<file path="config.mk">
export PLATFORM = sky130hd
export DESIGN_NAME = bias_load_ctrl_flat
export DESIGN_NICKNAME = d
export VERILOG_FILES = /design/src/rtl/bias_load_ctrl_if.sv /design/src/rtl/bias_load_ctrl.sv /design/src/flat_wrapper.sv
export SDC_FILE = /design/constraint.sdc
export NUM_CORES = 1
export LEC_CHECK = 0
export ABC_CLOCK_PERIOD_IN_PS = 3850
export BUFFER_PORTS_ARGS = -buffer_cell sky130_fd_sc_hd__buf_4
export CAP_MARGIN = 5
export CELL_PAD_IN_SITES_DETAIL_PLACEMENT = 0
export CELL_PAD_IN_SITES_GLOBAL_PLACEMENT = 1
export CORE_MARGIN = 5
export CORE_UTILIZATION = 40
export CTS_CLUSTER_DIAMETER = 100
export CTS_CLUSTER_SIZE = 16
export DETAILED_ROUTE_END_ITERATION = 7
export HOLD_SLACK_MARGIN = 0.15
export PLACE_DENSITY_LB_ADDON = 0.3
export SLEW_MARGIN = 20
export SYNTH_ARGS = -nofsm -noshare
export SYNTH_HDL_FRONTEND = slang
export SYNTH_SLANG_ARGS = --single-unit
</file>
<file path="constraint.sdc">
create_clock -name clk -period 3.85 [get_ports clk]
set_input_delay 0.1925 -clock clk [delete_from_list [all_inputs] [get_ports clk]]
set_output_delay 0.1925 -clock clk [all_outputs]
set_load 0.01 [all_outputs]
</file>
<file path="src/rtl/bias_load_ctrl_if.sv">
// rtl/bias_load_ctrl_if.sv - bias word / request inputs and serial chain outputs of bias_load_ctrl
interface bias_load_ctrl_if #(
  parameter int NUM_BIASES = 4,
  parameter int BIAS_WIDTH = 24
);
  logic [BIAS_WIDTH-1:0] bias [0:NUM_BIASES-1];
  logic                  load_req;
  logic                  bias_sclk;
  logic                  bias_sdata;
  logic                  bias_latch;
  logic                  busy;
  logic                  done;

  modport master (
    output bias, load_req,
    input  bias_sclk, bias_sdata, bias_latch, busy, done
  );

  modport slave (
    input  bias, load_req,
    output bias_sclk, bias_sdata, bias_latch, busy, done
  );
endinterface

</file>
<file path="src/rtl/bias_load_ctrl.sv">
// rtl/bias_load_ctrl.sv - snapshots bias words and shifts them serially into the bias generator
module bias_load_ctrl #(
  parameter int NUM_BIASES = 4,
  parameter int BIAS_WIDTH = 24,
  parameter int CLK_DIV    = 2
) (
  input  logic         clk,
  input  logic         rst,
  bias_load_ctrl_if.slave bus
);
  localparam int TOTAL = NUM_BIASES * BIAS_WIDTH;
  localparam int BIT_W = $clog2(TOTAL);
  localparam int PH_W  = $clog2(2 * CLK_DIV);

  localparam logic [BIT_W-1:0] BIT_LAST  = BIT_W'(TOTAL - 1);
  localparam logic [PH_W-1:0]  PH_HI     = PH_W'(CLK_DIV);
  localparam logic [PH_W-1:0]  PH_END    = PH_W'(2 * CLK_DIV - 1);
  localparam logic [PH_W-1:0]  LATCH_END = PH_W'(CLK_DIV - 1);

  typedef enum logic [1:0] {IDLE, SHIFT, LATCH, DONE} state_t;

  state_t             state_q, state_d;
  logic [TOTAL-1:0]   shadow_q, shadow_d;
  logic [BIT_W-1:0]   bit_q, bit_d;
  logic [PH_W-1:0]    ph_q, ph_d;
  logic               pending_q, pending_d;
  logic               sclk_q, sclk_d;
  logic               sdata_q, sdata_d;
  logic               latch_q, latch_d;
  logic               busy_q, busy_d;
  logic               done_q, done_d;

  logic [TOTAL-1:0]   bias_flat;
  logic [BIT_W-1:0]   bit_dec;
  logic [PH_W-1:0]    ph_inc;
  logic               launch;

  // bias[NUM_BIASES-1] lands in the top bits so the chain shifts from the MSB down
  always_comb begin
    bias_flat = '0;
    for (int i = 0; i < NUM_BIASES; i++) begin
      bias_flat[i*BIAS_WIDTH +: BIAS_WIDTH] = bus.bias[i];
    end
  end

  always_comb begin
    state_d   = state_q;
    shadow_d  = shadow_q;
    bit_d     = bit_q;
    ph_d      = ph_q;
    pending_d = pending_q;
    sclk_d    = sclk_q;
    sdata_d   = sdata_q;
    latch_d   = latch_q;
    busy_d    = busy_q;
    done_d    = 1'b0;
    launch    = 1'b0;
    bit_dec   = bit_q - 1'b1;
    ph_inc    = ph_q + 1'b1;

    if (bus.load_req && state_q != IDLE) begin
      pending_d = 1'b1;
    end

    case (state_q)
      IDLE: begin
        if (bus.load_req || pending_q) begin
          launch = 1'b1;
        end
      end
      SHIFT: begin
        if (ph_q == PH_END) begin
          ph_d   = '0;
          sclk_d = 1'b0;
          if (bit_q == '0) begin
            state_d = LATCH;
            sdata_d = 1'b0;
            latch_d = 1'b1;
          end else begin
            bit_d   = bit_dec;
            sdata_d = shadow_q[bit_dec];
          end
        end else begin
          ph_d   = ph_inc;
          sclk_d = (ph_inc >= PH_HI);
        end
      end
      LATCH: begin
        if (ph_q == LATCH_END) begin
          state_d = DONE;
          latch_d = 1'b0;
          busy_d  = 1'b0;
          done_d  = 1'b1;
        end else begin
          ph_d = ph_inc;
        end
      end
      DONE: begin
        state_d = IDLE;
        if (pending_q) begin
          launch = 1'b1;
        end
      end
      default: state_d = IDLE;
    endcase

    // A request coinciding with the launch edge is covered by this snapshot
    if (launch) begin
      state_d   = SHIFT;
      shadow_d  = bias_flat;
      pending_d = 1'b0;
      bit_d     = BIT_LAST;
      ph_d      = '0;
      sclk_d    = 1'b0;
      sdata_d   = bias_flat[TOTAL-1];
      busy_d    = 1'b1;
    end
  end

  always_ff @(posedge clk or posedge rst) begin
    if (rst) begin
      state_q   <= IDLE;
      shadow_q  <= '0;
      bit_q     <= '0;
      ph_q      <= '0;
      pending_q <= 1'b0;
      sclk_q    <= 1'b0;
      sdata_q   <= 1'b0;
      latch_q   <= 1'b0;
      busy_q    <= 1'b0;
      done_q    <= 1'b0;
    end else begin
      state_q   <= state_d;
      shadow_q  <= shadow_d;
      bit_q     <= bit_d;
      ph_q      <= ph_d;
      pending_q <= pending_d;
      sclk_q    <= sclk_d;
      sdata_q   <= sdata_d;
      latch_q   <= latch_d;
      busy_q    <= busy_d;
      done_q    <= done_d;
    end
  end

  assign bus.bias_sclk  = sclk_q;
  assign bus.bias_sdata = sdata_q;
  assign bus.bias_latch = latch_q;
  assign bus.busy       = busy_q;
  assign bus.done       = done_q;
endmodule

</file>
<file path="src/flat_wrapper.sv">
// flat-port wrapper written by rule: the top's interface ports become plain ports
module bias_load_ctrl_flat 
#(
  parameter int NUM_BIASES = 4,
  parameter int BIAS_WIDTH = 24,
  parameter int CLK_DIV    = 2
)
  (clk, rst, bus_bias, bus_load_req, bus_bias_sclk, bus_bias_sdata, bus_bias_latch, bus_busy, bus_done);
  bias_load_ctrl_if #(.NUM_BIASES(NUM_BIASES), .BIAS_WIDTH(BIAS_WIDTH)) bus_i ();
  input  logic clk;
  input  logic rst;
  input wire logic [$bits(bus_i.bias)-1:0] bus_bias;
  input wire logic [$bits(bus_i.load_req)-1:0] bus_load_req;
  output wire logic [$bits(bus_i.bias_sclk)-1:0] bus_bias_sclk;
  output wire logic [$bits(bus_i.bias_sdata)-1:0] bus_bias_sdata;
  output wire logic [$bits(bus_i.bias_latch)-1:0] bus_bias_latch;
  output wire logic [$bits(bus_i.busy)-1:0] bus_busy;
  output wire logic [$bits(bus_i.done)-1:0] bus_done;
  assign bus_i.bias = {>>{bus_bias}};
  assign bus_i.load_req = bus_load_req;
  assign bus_bias_sclk = bus_i.bias_sclk;
  assign bus_bias_sdata = bus_i.bias_sdata;
  assign bus_bias_latch = bus_i.bias_latch;
  assign bus_busy = bus_i.busy;
  assign bus_done = bus_i.done;
  bias_load_ctrl #(.NUM_BIASES(NUM_BIASES), .BIAS_WIDTH(BIAS_WIDTH), .CLK_DIV(CLK_DIV)) u_core (.clk(clk), .rst(rst), .bus(bus_i));
endmodule
</file>
==> impl_metrics.ini <==
[drt]
routed.top_layer = met4
wl_met3_um = 513
wl_met2_mm = 7.311
drtPass1Iterations = 4
vias = 4682
via_per_inst = 4.837
detail_route.wl_per_cell_um = 14.40
first_iter_violations = 244
drc = 0
m1WireLength_mm = 6.000
final_antenna_net_count = 0
totalWireLength_mm = 13.94

[clock_tree]
cts_buffer_depth = 2
path_clk_slew_ns = 0.05
cts_tree = done
h-tree-depth = 4
clkSinkCount = 113
clock-root-buffer = clkbuf_16
cts_buffers = 17
clock_latency_ns = 0.41
cts_resized = 0

[die]
die_h_um = 126.2
initial_utilization = 0.4082
die-area_mm2 = 0.01594
ioPinCount = 104
placementRows = 42
coreArea_mm2 = 0.01324
die_width_um = 126.2

[yosys]
synth_cell_types = 41
synth_commonest_cells = nand2_1 (310), dfrtp_1 (113), clkbuf_1 (25)
ys.warnings.count = 0
synth.avg_cell_area_um2 = 9.224
synthArstFlopShare = 1.000
synth_top_cell_area_share = 0.5231
synth_top_area_cell = dfrtp_1
synth.most_common_cell = nand2_1
synthFlopType = dfrtp_1
syn_nets = 692
synth_edf_count = 0
netlist_area_mm2 = 0.005405
synth_cells = 586
ys_ff_latch = 113
yosysSeqAreaShare = 0.5231
synth.area.top_cells = dfrtp_1 (52%), nand2_1 (22%), mux4_2 (9.6%), mux2i_1 (2.0%), clkbuf_1 (1.7%)

[cells_and_area]
fin_nets = 885
area_growth_syn_to_layout_pct = 46.76
antenna_cells = 0
drive_gt1_frac = 0.2235

[setup_path]
path_max_fanout = 9
cp-end-kind = flip-flop
slowest_stage = xor2_2
arrival_ns = 3.02
cp_cell_sequence = inv_1 > ha_1 > xor2_2 > buf_4 > mux4_2 > nand2_1 > a32oi_1 > nand4_1 > nand3_1
path_class = flip-flop to flip-flop
critPathMaxStageDelay_ns = 0.57
startpoint_type = flip-flop
crit_required_ns = 4.13

[sta]
max_freq_ghz = 0.3639
tightest_slew_ns = 1.001
hold_viol_final = 0
fin_setup_tns_ns = 0
relSlewSlack = 0.3313
fin_crit_sh = 0.7137
finalSetupViolCount = 0
rsz0062_at_grt = no
min_period_ns = 2.748
fin_worst_skew_ns = 0.01197
slew_violations = 0

[power_and_ir_drop]
powerDensity_mw_per_mm2 = 391.8
ir_drop_mv = 0.3397
finalPower_mw = 3.108
p_leak_nw = 3.811

[placement]
hpwl_mm = 9.239
io_buffers = 103
gp_congestion = 0.8051

[global_routing]
track_usage = 0.1858
grt_pass1_wl_mm = 24.12
overflow = 0
grt_max_degree = 86
grt_pass1_vias = 5022
grt_antenna_before_repair = 0

[run]
max_cap_violations = 0

[outcome]
outcome = complete, no violations

[hold_path]
hp-class = flip-flop to flip-flop
## report_power, final
group	total (mW)	switching (mW)	leakage, nW	internal, mW
sequential	1.27	0.0282	1.32	1.24
clock	1.58	0.585	0.280	0.997
combinational	0.257	0.0895	2.21	0.167
total	3.11	0.703	3.81	2.41
## logic make-up after synthesis
group | count (synthesis) | share of synthesized area
compound gates | 38 | 0.04699
xor+xnor | 3 | 0.004862
mux | 35 | 0.1211
flops | 113 | 0.5231
simple gates | 344 | 0.2514
fa+ha+maj | 7 | 0.01620
buf+inv | 46 | 0.03634
## critical path: cells and delay by family (launching register included)
family                   cells  cell delay, ns
AO/OA/AOI/OAI                1            0.10
XOR/XNOR                     1            0.57
adder cells (fa/ha/maj)      1            0.35
buffers and inverters        2            0.42
flip-flops                   1            0.39
multiplexers                 1            0.51
AND/OR/NAND/NOR              3            0.28
## routing by layer
layer  global-route usage  vias to the layer above
met5                    0                        -
met4              0.04479                        0
met3              0.03556                       12
met2               0.3264                       85
met1               0.2379                     2291
li1                     -                     2294
## worst paths after layout
path                               startpoint                    end  slack, ns  cells after the start
setup / recovery              u_core.bit_q[0]  u_core.bus.bias_sdata       1.10                      9
hold / removal             u_core.shadow_q[0]     u_core.shadow_q[0]       0.47                      2
setup reg to reg              u_core.bit_q[0]  u_core.bus.bias_sdata       1.10                      9
hold reg to reg            u_core.shadow_q[0]     u_core.shadow_q[0]       0.47                      2
max in group asynchronous                 rst    u_core.shadow_q[46]       2.47                      4
min in group asynchronous                 rst    u_core.shadow_q[82]       0.49                      3
## layout make-up
cell class / count / area (um2)
multi-input cells: 427 / 2407
repair buffers: 209 / 1827
fillers: 1154 / 5310
clock inverters: 13 / 150.1
well taps: 176 / 220.2
flip-flops and latches: 113 / 2829
inverters: 11 / 46.29
clock buffers: 19 / 452.9
## repair_timing
| action | in CTS | in global routing |
|---|---|---|
| setup buffers | 0 | 0 |
| hold buffers | 98 | 0 |
| hold endpoints to repair | 181 | 0 |
## cells in the final DEF, fill, tap and decap left out, types with 7 or more instances in the layout
cell type / instances
o21ai_0: 13
clkbuf_16: 17
mux2i_1: 11
dfrtp_1: 112
nand2_1: 310
buf_4: 110
inv_1: 10
nand3_1: 13
mux4_2: 23
dlygate4sd3_1: 98
ha_1: 7
## stage by stage
step                  util  area, um2  cells  hold WS (ns)  setup slack, ns
floorplan                -       5405    586        0.2979           0.6701
global placement    0.4792       6346    838        0.3853            1.144
detailed placement  0.4792       6346    838        0.3882            1.068
CTS                 0.5988       7930    968        0.4751            1.069
global route        0.5990       7933    968        0.4904           0.8134
finish              0.5990       7933    968        0.4727            1.102
## sequential cells by signal (all words and copies together) (netlist names)
register,count
u_core.bus.bias_sdata,1
u_core.state_q,2
u_core.bus.bias_latch,1
u_core.shadow_q,96
u_core.pending_q,1
u_core.bus.bias_sclk,1
u_core.ph_q,2
u_core.bit_q,7
u_core.bus.done,1
u_core.bus.busy,1
Power figures use the tool's default switching activity.
